==> src/rtl/tpfu_sequencer.sv <==
// ============================================================================
// tpfu_sequencer
// ----------------------------------------------------------------------------
// Control block for the single-FU temporally programmed functional unit.
//
// One run has four phases:
//   1. IDLE  : the host may (re)write the program memory. The first accepted
//              operand beat starts a run.
//   2. LOAD  : operand beats stream into the 64x16 register file at
//              consecutive addresses. At most 64 beats are taken; later
//              beats are held off with o_din_ready=0, never dropped and
//              never wrapped.
//   3. EXEC  : pmem[0 .. prog_len-1] is issued one instruction per cycle on
//              o_inst / o_inst_v.
//   4. DRAIN : waits until the ALU latency pipes are empty, pulses o_done for
//              one cycle and returns to IDLE.
//
// Operand handshake (valid/ready):
//   A beat transfers on every rising clk edge where i_din_valid and
//   o_din_ready are both high. o_din_ready does not depend on i_din_valid,
//   so the source may hold i_din/i_din_valid until it observes the transfer.
//   A held beat is neither lost nor duplicated. Only IDLE and LOAD (below 64
//   words) ever assert o_din_ready.
//
// Ports:
//   i_clk          system clock, rising edge
//   i_rst_n        asynchronous active-low reset
//   i_prog_we      program memory write strobe (honoured only in IDLE)
//   i_prog_addr    program memory write address
//   i_prog_wdata   instruction word to write
//   i_prog_len     number of instructions to issue (0..16), sampled when LOAD
//                  ends
//   i_din          operand stream data
//   i_din_valid    operand stream valid
//   o_din_ready    operand stream ready
//   o_rf_we        register file write enable  (combinational)
//   o_rf_waddr     register file write address (combinational)
//   o_rf_wdata     register file write data    (combinational)
//   o_inst         issued instruction (registered)
//   o_inst_v       o_inst is valid this cycle
//   o_wb_addr      dst field of the instruction whose result is valid now
//   o_wb_imm_sel   inst[23] of that instruction
//   o_dout_v       ALU result valid, PIPE_LAT cycles after its o_inst_v
//   o_busy         high in every state except IDLE
//   o_done         one-cycle pulse when the program has fully drained
//   o_state        current FSM state (0=IDLE 1=LOAD 2=EXEC 3=DRAIN), debug
//
// Instruction layout: opcode[23:18] dst[17:12] src1[11:6] src2/imm[5:0].
// ============================================================================
module tpfu_sequencer #(
    parameter int PC_BITS      = 4,
    parameter int INST_W       = 24,
    parameter int RF_ADDR_BITS = 6,
    parameter int PIPE_LAT     = 4
) (
    input  logic                    i_clk,
    input  logic                    i_rst_n,
    input  logic                    i_prog_we,
    input  logic [PC_BITS-1:0]      i_prog_addr,
    input  logic [INST_W-1:0]       i_prog_wdata,
    input  logic [PC_BITS:0]        i_prog_len,
    input  logic [15:0]             i_din,
    input  logic                    i_din_valid,
    output logic                    o_din_ready,
    output logic                    o_rf_we,
    output logic [RF_ADDR_BITS-1:0] o_rf_waddr,
    output logic [15:0]             o_rf_wdata,
    output logic [INST_W-1:0]       o_inst,
    output logic                    o_inst_v,
    output logic [RF_ADDR_BITS-1:0] o_wb_addr,
    output logic                    o_wb_imm_sel,
    output logic                    o_dout_v,
    output logic                    o_busy,
    output logic                    o_done,
    output logic [1:0]              o_state
);

    // ------------------------------------------------------------------------
    // Derived constants
    // ------------------------------------------------------------------------
    localparam int PC_W      = PC_BITS + 1;       // counts 0..2**PC_BITS
    localparam int CNT_W     = RF_ADDR_BITS + 1;  // counts 0..2**RF_ADDR_BITS
    localparam int PMEM_D    = 2 ** PC_BITS;
    localparam int RF_DEPTH  = 2 ** RF_ADDR_BITS;
    localparam int DST_MSB   = INST_W - 7;        // dst sits just below opcode
    localparam int DST_LSB   = DST_MSB - RF_ADDR_BITS + 1;

    localparam logic [CNT_W-1:0] RF_FULL = CNT_W'(RF_DEPTH);

    typedef enum logic [1:0] {
        S_IDLE  = 2'd0,
        S_LOAD  = 2'd1,
        S_EXEC  = 2'd2,
        S_DRAIN = 2'd3
    } state_t;

    // ------------------------------------------------------------------------
    // State and datapath registers
    // ------------------------------------------------------------------------
    state_t                  r_state;
    logic [CNT_W-1:0]        r_count;     // words loaded so far in this burst
    logic [PC_W-1:0]         r_pc;        // next instruction to issue
    logic [PC_W-1:0]         r_len;       // program length latched for EXEC
    logic [INST_W-1:0]       r_inst;
    logic                    r_inst_v;

    logic [INST_W-1:0]       r_pmem [PMEM_D];

    // ALU latency pipes; stage PIPE_LAT-1 drives the outputs.
    logic [PIPE_LAT-1:0]     r_v_pipe;
    logic [PIPE_LAT-1:0]     r_imm_pipe;
    logic [RF_ADDR_BITS-1:0] r_dst_pipe [PIPE_LAT];

    // ------------------------------------------------------------------------
    // Combinational control
    // ------------------------------------------------------------------------
    state_t                  w_next_state;
    logic                    w_din_ready;
    logic                    w_accept;
    logic                    w_issue;
    logic                    w_done;
    logic                    w_pipe_empty;
    logic                    w_load_end;
    logic [PC_W-1:0]         w_pc_next;
    logic [RF_ADDR_BITS-1:0] w_dst;

    assign w_accept  = i_din_valid & w_din_ready;
    assign w_pc_next = r_pc + PC_W'(1);
    assign w_dst     = r_inst[DST_MSB:DST_LSB];

    // Nothing in flight: no instruction presented this cycle and every
    // latency stage, including the one driving o_dout_v, is empty.
    assign w_pipe_empty = !r_inst_v && (r_v_pipe == '0);

    // LOAD ends on the first cycle without a transfer.
    assign w_load_end = (r_state == S_LOAD) && !w_accept;

    always_comb begin
        w_next_state = r_state;
        w_din_ready  = 1'b0;
        w_issue      = 1'b0;
        w_done       = 1'b0;

        case (r_state)
            S_IDLE: begin
                w_din_ready = 1'b1;
                if (i_din_valid) begin
                    w_next_state = S_LOAD;
                end
            end

            S_LOAD: begin
                // Full register file: hold the source off instead of wrapping.
                w_din_ready = (r_count != RF_FULL);
                if (!(i_din_valid && w_din_ready)) begin
                    // An empty program has nothing to issue, so the EXEC
                    // cycle is skipped and the run drains immediately.
                    if (i_prog_len == '0) begin
                        w_next_state = S_DRAIN;
                    end else begin
                        w_next_state = S_EXEC;
                    end
                end
            end

            S_EXEC: begin
                if (r_pc < r_len) begin
                    w_issue = 1'b1;
                end
                // Leave on the cycle that issues the last instruction; its
                // o_inst_v still appears on the first DRAIN cycle.
                if (w_pc_next >= r_len) begin
                    w_next_state = S_DRAIN;
                end
            end

            S_DRAIN: begin
                if (w_pipe_empty) begin
                    w_done       = 1'b1;
                    w_next_state = S_IDLE;
                end
            end

            default: begin
                w_next_state = S_IDLE;
            end
        endcase
    end

    // ------------------------------------------------------------------------
    // FSM state register
    // ------------------------------------------------------------------------
    always_ff @(posedge i_clk or negedge i_rst_n) begin
        if (!i_rst_n) begin
            r_state <= S_IDLE;
        end else begin
            r_state <= w_next_state;
        end
    end

    // ------------------------------------------------------------------------
    // Load counter, program counter, program length, issue register
    // ------------------------------------------------------------------------
    always_ff @(posedge i_clk or negedge i_rst_n) begin
        if (!i_rst_n) begin
            r_count  <= '0;
            r_pc     <= '0;
            r_len    <= '0;
            r_inst   <= '0;
            r_inst_v <= 1'b0;
        end else begin
            // The count is already 0 in IDLE, so the first beat writes
            // address 0 and leaves the count at 1.
            if (w_done) begin
                r_count <= '0;
            end else if (w_accept) begin
                r_count <= r_count + CNT_W'(1);
            end

            if (w_load_end) begin
                r_len <= i_prog_len;
            end

            if (w_done) begin
                r_pc <= '0;
            end else if (w_issue) begin
                r_pc <= w_pc_next;
            end

            // o_inst keeps the last issued word; o_inst_v qualifies it.
            if (w_issue) begin
                r_inst <= r_pmem[r_pc[PC_BITS-1:0]];
            end
            r_inst_v <= w_issue;
        end
    end

    // ------------------------------------------------------------------------
    // Program memory: no reset, so a program survives a reset. Host writes
    // only land while the sequencer is idle, so a running program can never
    // be modified underneath itself.
    // ------------------------------------------------------------------------
    always_ff @(posedge i_clk) begin
        if (i_prog_we && (r_state == S_IDLE)) begin
            r_pmem[i_prog_addr] <= i_prog_wdata;
        end
    end

    // ------------------------------------------------------------------------
    // ALU latency pipes. They shift every cycle and are cleared only by
    // reset; a completed run always leaves them empty, because DRAIN waits
    // for that before releasing the FSM.
    // ------------------------------------------------------------------------
    always_ff @(posedge i_clk or negedge i_rst_n) begin
        if (!i_rst_n) begin
            r_v_pipe   <= '0;
            r_imm_pipe <= '0;
            for (int i = 0; i < PIPE_LAT; i++) begin
                r_dst_pipe[i] <= '0;
            end
        end else begin
            r_v_pipe[0]   <= r_inst_v;
            r_imm_pipe[0] <= r_inst[INST_W-1];
            r_dst_pipe[0] <= w_dst;
            for (int i = 1; i < PIPE_LAT; i++) begin
                r_v_pipe[i]   <= r_v_pipe[i-1];
                r_imm_pipe[i] <= r_imm_pipe[i-1];
                r_dst_pipe[i] <= r_dst_pipe[i-1];
            end
        end
    end

    // ------------------------------------------------------------------------
    // Outputs
    // ------------------------------------------------------------------------
    assign o_din_ready  = w_din_ready;
    assign o_rf_we      = w_accept;
    assign o_rf_waddr   = r_count[RF_ADDR_BITS-1:0];
    assign o_rf_wdata   = i_din;
    assign o_inst       = r_inst;
    assign o_inst_v     = r_inst_v;
    assign o_wb_addr    = r_dst_pipe[PIPE_LAT-1];
    assign o_wb_imm_sel = r_imm_pipe[PIPE_LAT-1];
    assign o_dout_v     = r_v_pipe[PIPE_LAT-1];
    assign o_busy       = (r_state != S_IDLE);
    assign o_done       = w_done;
    assign o_state      = r_state;

endmodule

==> config.mk <==
export PLATFORM = sky130hd
export DESIGN_NAME = tpfu_sequencer
export DESIGN_NICKNAME = d
export VERILOG_FILES = /design/src/rtl/tpfu_sequencer.sv
export SDC_FILE = /design/constraint.sdc
export NUM_CORES = 1
export LEC_CHECK = 0
export CAP_MARGIN = 25
export CORE_MARGIN = 4
export CORE_UTILIZATION = 60
export CTS_CLUSTER_DIAMETER = 80
export DETAILED_ROUTE_END_ITERATION = 6
export GPL_TIMING_DRIVEN = 0
export PLACE_DENSITY = 0.92
export REMOVE_ABC_BUFFERS = 1
export SLEW_MARGIN = 30
export SYNTH_ARGS = -nofsm -noshare
export SYNTH_HDL_FRONTEND = slang
export SYNTH_SLANG_ARGS = --single-unit
==> constraint.sdc <==
create_clock -name i_clk -period 8.4 [get_ports i_clk]
set_clock_uncertainty 0.1 [all_clocks]
set_input_delay 1.68 -clock i_clk [delete_from_list [all_inputs] [get_ports i_clk]]
set_output_delay 1.68 -clock i_clk [all_outputs]
set_load 0.02 [all_outputs]
Word level (Yosys, flattened, before mapping):

Memory sizes are Yosys's and may differ from the RTL's. A register that Yosys moved wholly into a read port is not among the register bits.
Cells that the tools add are included.

* logic and storage cells: 56
* memories: 1
* register bits after elaboration: 52
* bits in writable memories: 384

Memory list
* r_pmem: depth 16, bits a word 24, rd ports 1, clocked after memory_dff 1, wr ports 1, line 107 `logic [INST_W-1:0] r_pmem [PMEM_D];`

* order comparisons: 2
* reductions and logical operators: 14
* add/subtract/negate cells: 2
* bitwise operators: 1
* equal/unequal tests: 8
* mux-type cells: 17

Operator list (number)
* 7-bit two-way mux: 2
* 5-bit two-way mux: 2
* 2-bit two-way mux: 4
* 2-bit inequality test, second input constant: 4
* 2-bit case mux with 4 select lines: 1
* 7-bit by 1-bit adder with 7-bit output, second input constant: 1
* 1-bit two-way mux: 7
* 7-bit inequality test, second input constant: 1
* 2-bit nonzero test: 3
* 5-bit by 1-bit adder with 5-bit output, second input constant: 1
* 5-bit greater-or-equal comparator: 1
* 5-bit logical NOT: 1
* 5-bit less-than comparator: 1
* 2-bit == test, second input constant: 2
* 1-bit logical AND: 4
* 4-bit logical NOT: 1
* 4-bit AND reduction: 1
* 1-bit logical NOT: 3
* 2-bit by 1-bit == test with 1-bit output, second input constant: 1
* 2-bit logical NOT: 1
* 1-bit case mux with 2 select lines: 1
* 1-bit bitwise AND: 1

Logic depth before layout (Yosys ltp):

* depth after elaboration: 5
* gate-level depth with buffers: 11
* gate-level depth less buffers: 9

Worst setup path before layout:

OpenSTA, ideal clock, no wires.

* path type: input -> register
* start: input i_prog_we
* end: memory r_pmem[0][0] (enable)
* cell stages on the path: 3
* setup slack: 4.070 ns
* path buffers: 0
* arrival: 3.795 ns
* data required time: 7.865 ns
* cells stage by stage: nand2_1 or3_1 nor3_1

* word-level cells in the longest chain between the ends: 3

Ends and longest elaborated chain
* start: declaration: line 58 `input logic i_prog_we,`
* 1-bit logical AND: line 244 `if (i_prog_we && (r_state == S_IDLE)) begin`
* 1-bit two-way mux: line 244
* 1-bit two-way mux (implied by the code): line 245 `r_pmem[i_prog_addr] <= i_prog_wdata;`
* end: declaration: line 107

No other way between the ends.

Worst setup path in the final report:

* start: input i_din_valid
* end: output o_rf_we

* word-level cells in the longest chain between the ends: 1

Ends and longest elaborated chain
* start: declaration: line 63 `input logic i_din_valid,`
* 1-bit bitwise AND: line 127 `assign w_accept = i_din_valid & w_din_ready;`
* end: declaration: line 65 `output logic o_rf_we,`

No other way between the ends.

==> results.txt <==
----------------------------------------------------
[Worst setup path]
  Number of cells traversed by the worst register-to-register path ... 8
  R2R setup slack ... 5200 ps
  Classification of the worst setup path ... input port to primary output
  Reg2Reg Launch Point ... o_state[0]
  CP Capture Type ... primary output
  Worst Path Arrival ... 3240 ps
  Required time of the critical path ... 6620 ps
  Launch point of the critical path ... i_din_valid
  R2R Path End ... r_pmem[0][3]
  Kind of launch point of the worst setup path ... input port
  Largest fanout of any net on the critical path ... 9

[Synth]
  Cell types with the highest counts after synthesis ... edfxtp_1, mux4_2, dfrtp_1
  Number of distinct standard cells referenced by the synthesized netlist ... 47
  Count of state elements after synthesis ... 460
  Top cell type's share of synthesized area ... 65.04%
  Average cell area after synthesis ... 20.47 sq um
  Syn Std Cell Area ... 17730 sq um
  Cell type contributing the most total cell area after synthesis ... edfxtp_1
  Synth Flop Type ... edfxtp_1
  Post-synth EDFFs ... 384
  Cell with the most instances after synthesis ... edfxtp_1
  Ys async rst share ... 16.52%
  Number of instances in the synthesized netlist ... 866
  Syn. warnings ... 0
  Synth area leaders ... edfxtp_1, mux4_2, dfrtp_1, a22oi_1, buf_4
  Seq/Total Area, Yosys ... 75.77%

[Worst hold path]
  Startpoint of the tightest hold check path ... r_dst_pipe[19]
  Worst hold path stage count ... 0
  Type of the worst min-delay path ... flip-flop to flip-flop
  Hold path endpoint ... r_dst_pipe[13]

[Clock network]
  Cts bufs inserted ... 45
  Skew-Pair Late Insertion Delay ... 550 ps
  Number of sinks handled by clock tree synthesis ... 460
  TritonCTS clock tree ... built
  Max clock buf depth ... 3
  Cell chosen for the clock root ... clkbuf_16
  Clock-pin slew of the registers on the worst-case setup and hold paths ... 60 ps
  Number of cells upsized or downsized after cts ... 0
  Setup Buffers After CTS ... 0
  Count of hold buffers inserted by post-cts repair ... 0
  H-tree levels ... 2

[Power and ir drop]
  Leakage power of the design ... 7.099 nW
  VDD IR max ... 0.0002320 V
  Power per cell area ... 310.6 nW/um^2

[Die]
  Starting utilization of the core area ... 61.27%
  Die outline area ... 32360 sq um
  Core box area ... 28940 sq um
  Number of placed I/O pins ... 114
  Width of the die ... 179.9 microns
  Cell row count ... 62
  Die span in y ... 179.9 microns

[Cells and area]
  Layout Area Growth over Synthesis ... 18.47%
  Share of final-layout standard cells stronger than drive strength 1 ... 26.05%
  Total number of nets in the final design ... 1036
  Fraction of the core area covered by cells at the end of the flow ... 72.59%
  Filler cell count ... 1493

[Route]
  Overall via count from detail_route ... 9319
  Mean routed wirelength per cell ... 31.63 microns
  TritonRoute pass-1 iters ... 5
  Final ANT Viol Nets ... 0
  DRC violations left ... 0
  Violation count after the first detailed-routing iteration ... 1263
  Total length of routed wires ... 43860 microns
  Ratio of routed vias to standard cells ... 6.719

[Timing]
  Final worst path period need ... 5017 ps
  RSZ-0062 raised after global routing ... no
  Relative slew slack ... 41.87%
  Final Max Tran Viols ... 0
  F_max ... 0.1993 GHz
  Final Cycle Share ... 59.72%
  Setup TNS ... 0 ps
  Hold Vio Cnt, Final ... 0
  Slew at the pin closest to its max-slew limit ... 869.6 ps
  Setup Viol. Count Final ... 0

[GRT]
  Gr ovfl total ... 0
  Initial antenna violation count ... 1
  GRT Util Overall ... 27.37%
  Vias in the first global route ... 9963
  Largest net degree at the start of global routing ... 48
  Global-route wire length before repair ... 65820 microns

[Outcome]
  Run status ... finished clean

[Placed design]
  Post-DP HPWL ... 25060 microns
  Final estimated routing congestion in global placement ... 0.7573
  Number of buffers added on ports ... 81

[Run]
  Max Cap Violations ... 0

----------------------------------------------------
[critical path: stages]
cell and delay [ps]:
clkdlybuf4s50_1 660, o21ai_1 210, inv_1 90, clkdlybuf4s50_1 600
[cells by family (layout without fill, tap and decap cells)]
family,count (synthesis),in the layout,synth area share [%]
AO/OA/AOI/OAI,80,80,3.204
other,0,1,0
flip-flops,460,460,75.77
multiplexers,126,126,14.26
AND/OR/NAND/NOR,92,92,2.428
XOR/XNOR,9,9,0.4447
adder cells (fa/ha/maj),17,17,1.200
buffers and inverters,82,218,2.689
[final cells by class]
| type | instances | area [sq um] | area share (%) |
|---|---|---|---|
| Timing Repair Buffer | 121 | 1526 | 7.268 |
| Tap cell | 384 | 480.5 | 2.288 |
| Clock inverter | 22 | 272.8 | 1.299 |
| Clock buffer | 61 | 1269 | 6.041 |
| Sequential cell | 460 | 13440 | 63.99 |
| Multi-Input combinational cell | 324 | 3959 | 18.85 |
| Antenna cell | 1 | 2.502 | 0.01191 |
| Inverter | 14 | 52.55 | 0.2502 |
[worst max path at each step]
stage                      end  slack [ps]
finish                 o_rf_we        3380
global route           o_rf_we        3320
CTS                    o_rf_we        3380
detailed placement     o_rf_we        3410
global placement    o_state[1]        1080
floorplan           o_state[1]        2590
[power breakdown]
| part | internal, W | switching [W] |
|---|---|---|
| sequential | 0.00268 | 0.000166 |
| clock | 0.00125 | 0.000859 |
| combinational | 0.000782 | 0.000790 |
| total | 0.00471 | 0.00182 |
[through the flow]
stage	hold WS [ps]	instance area, sq um	power (W)	worst slack (ps)	std cells
after global placement	231.6	18600	0.004338	1076	1263
after floorplan	231.2	17300	0.003837	2591	798
after detailed placement	234.7	19460	0.004420	3412	1303
after global routing	258.0	21000	0.006775	3324	1387
final	247.2	21000	0.006524	3383	1387
after CTS	248.2	21000	0.006549	3381	1386
[state kept, by name, summed over array words and instances (netlist names)]
| name | count |
|---|---|
| r_v_pipe | 4 |
| r_pmem | 384 |
| o_state | 2 |
| o_inst_v | 1 |
| o_wb_addr | 6 |
| r_dst_pipe | 18 |
| o_inst | 24 |
| r_pc | 5 |
| r_count | 7 |
| r_len | 5 |
| r_imm_pipe | 4 |
[metal layers]
metal / vias to the layer above / GRT usage [%] / routed length, microns / part of all wire (%)
met2: 673 / 47.12 / 23180 / 53
li1: 3685 / - / - / -
met5: - / 0 / 0 / 0
met3: 121 / 5.942 / 3948 / 9.0
met1: 4840 / 34.62 / 15110 / 34
met4: 0 / 10.45 / 1626 / 3.7
[placed cells by master (no fill, tap or decap), drive strengths merged, types with 2 or more instances in the layout]
cell type / instances
a21oi: 8
a22oi: 48
a31oi: 4
and3: 2
buf: 41
bufinv: 6
clkbuf: 61
clkdlybuf4s50: 80
clkinv: 14
dfrtp: 76
edfxtp: 384
ha: 17
inv: 15
mux2: 29
mux4: 96
nand2: 35
nand2b: 3
nand3: 5
nor2: 24
nor2b: 3
nor3: 8
o2111ai: 2
o211ai: 4
o21ai: 6
o31ai: 3
or4: 4
xnor2: 3
xor2: 6
(Power assumes the default switching activity.)
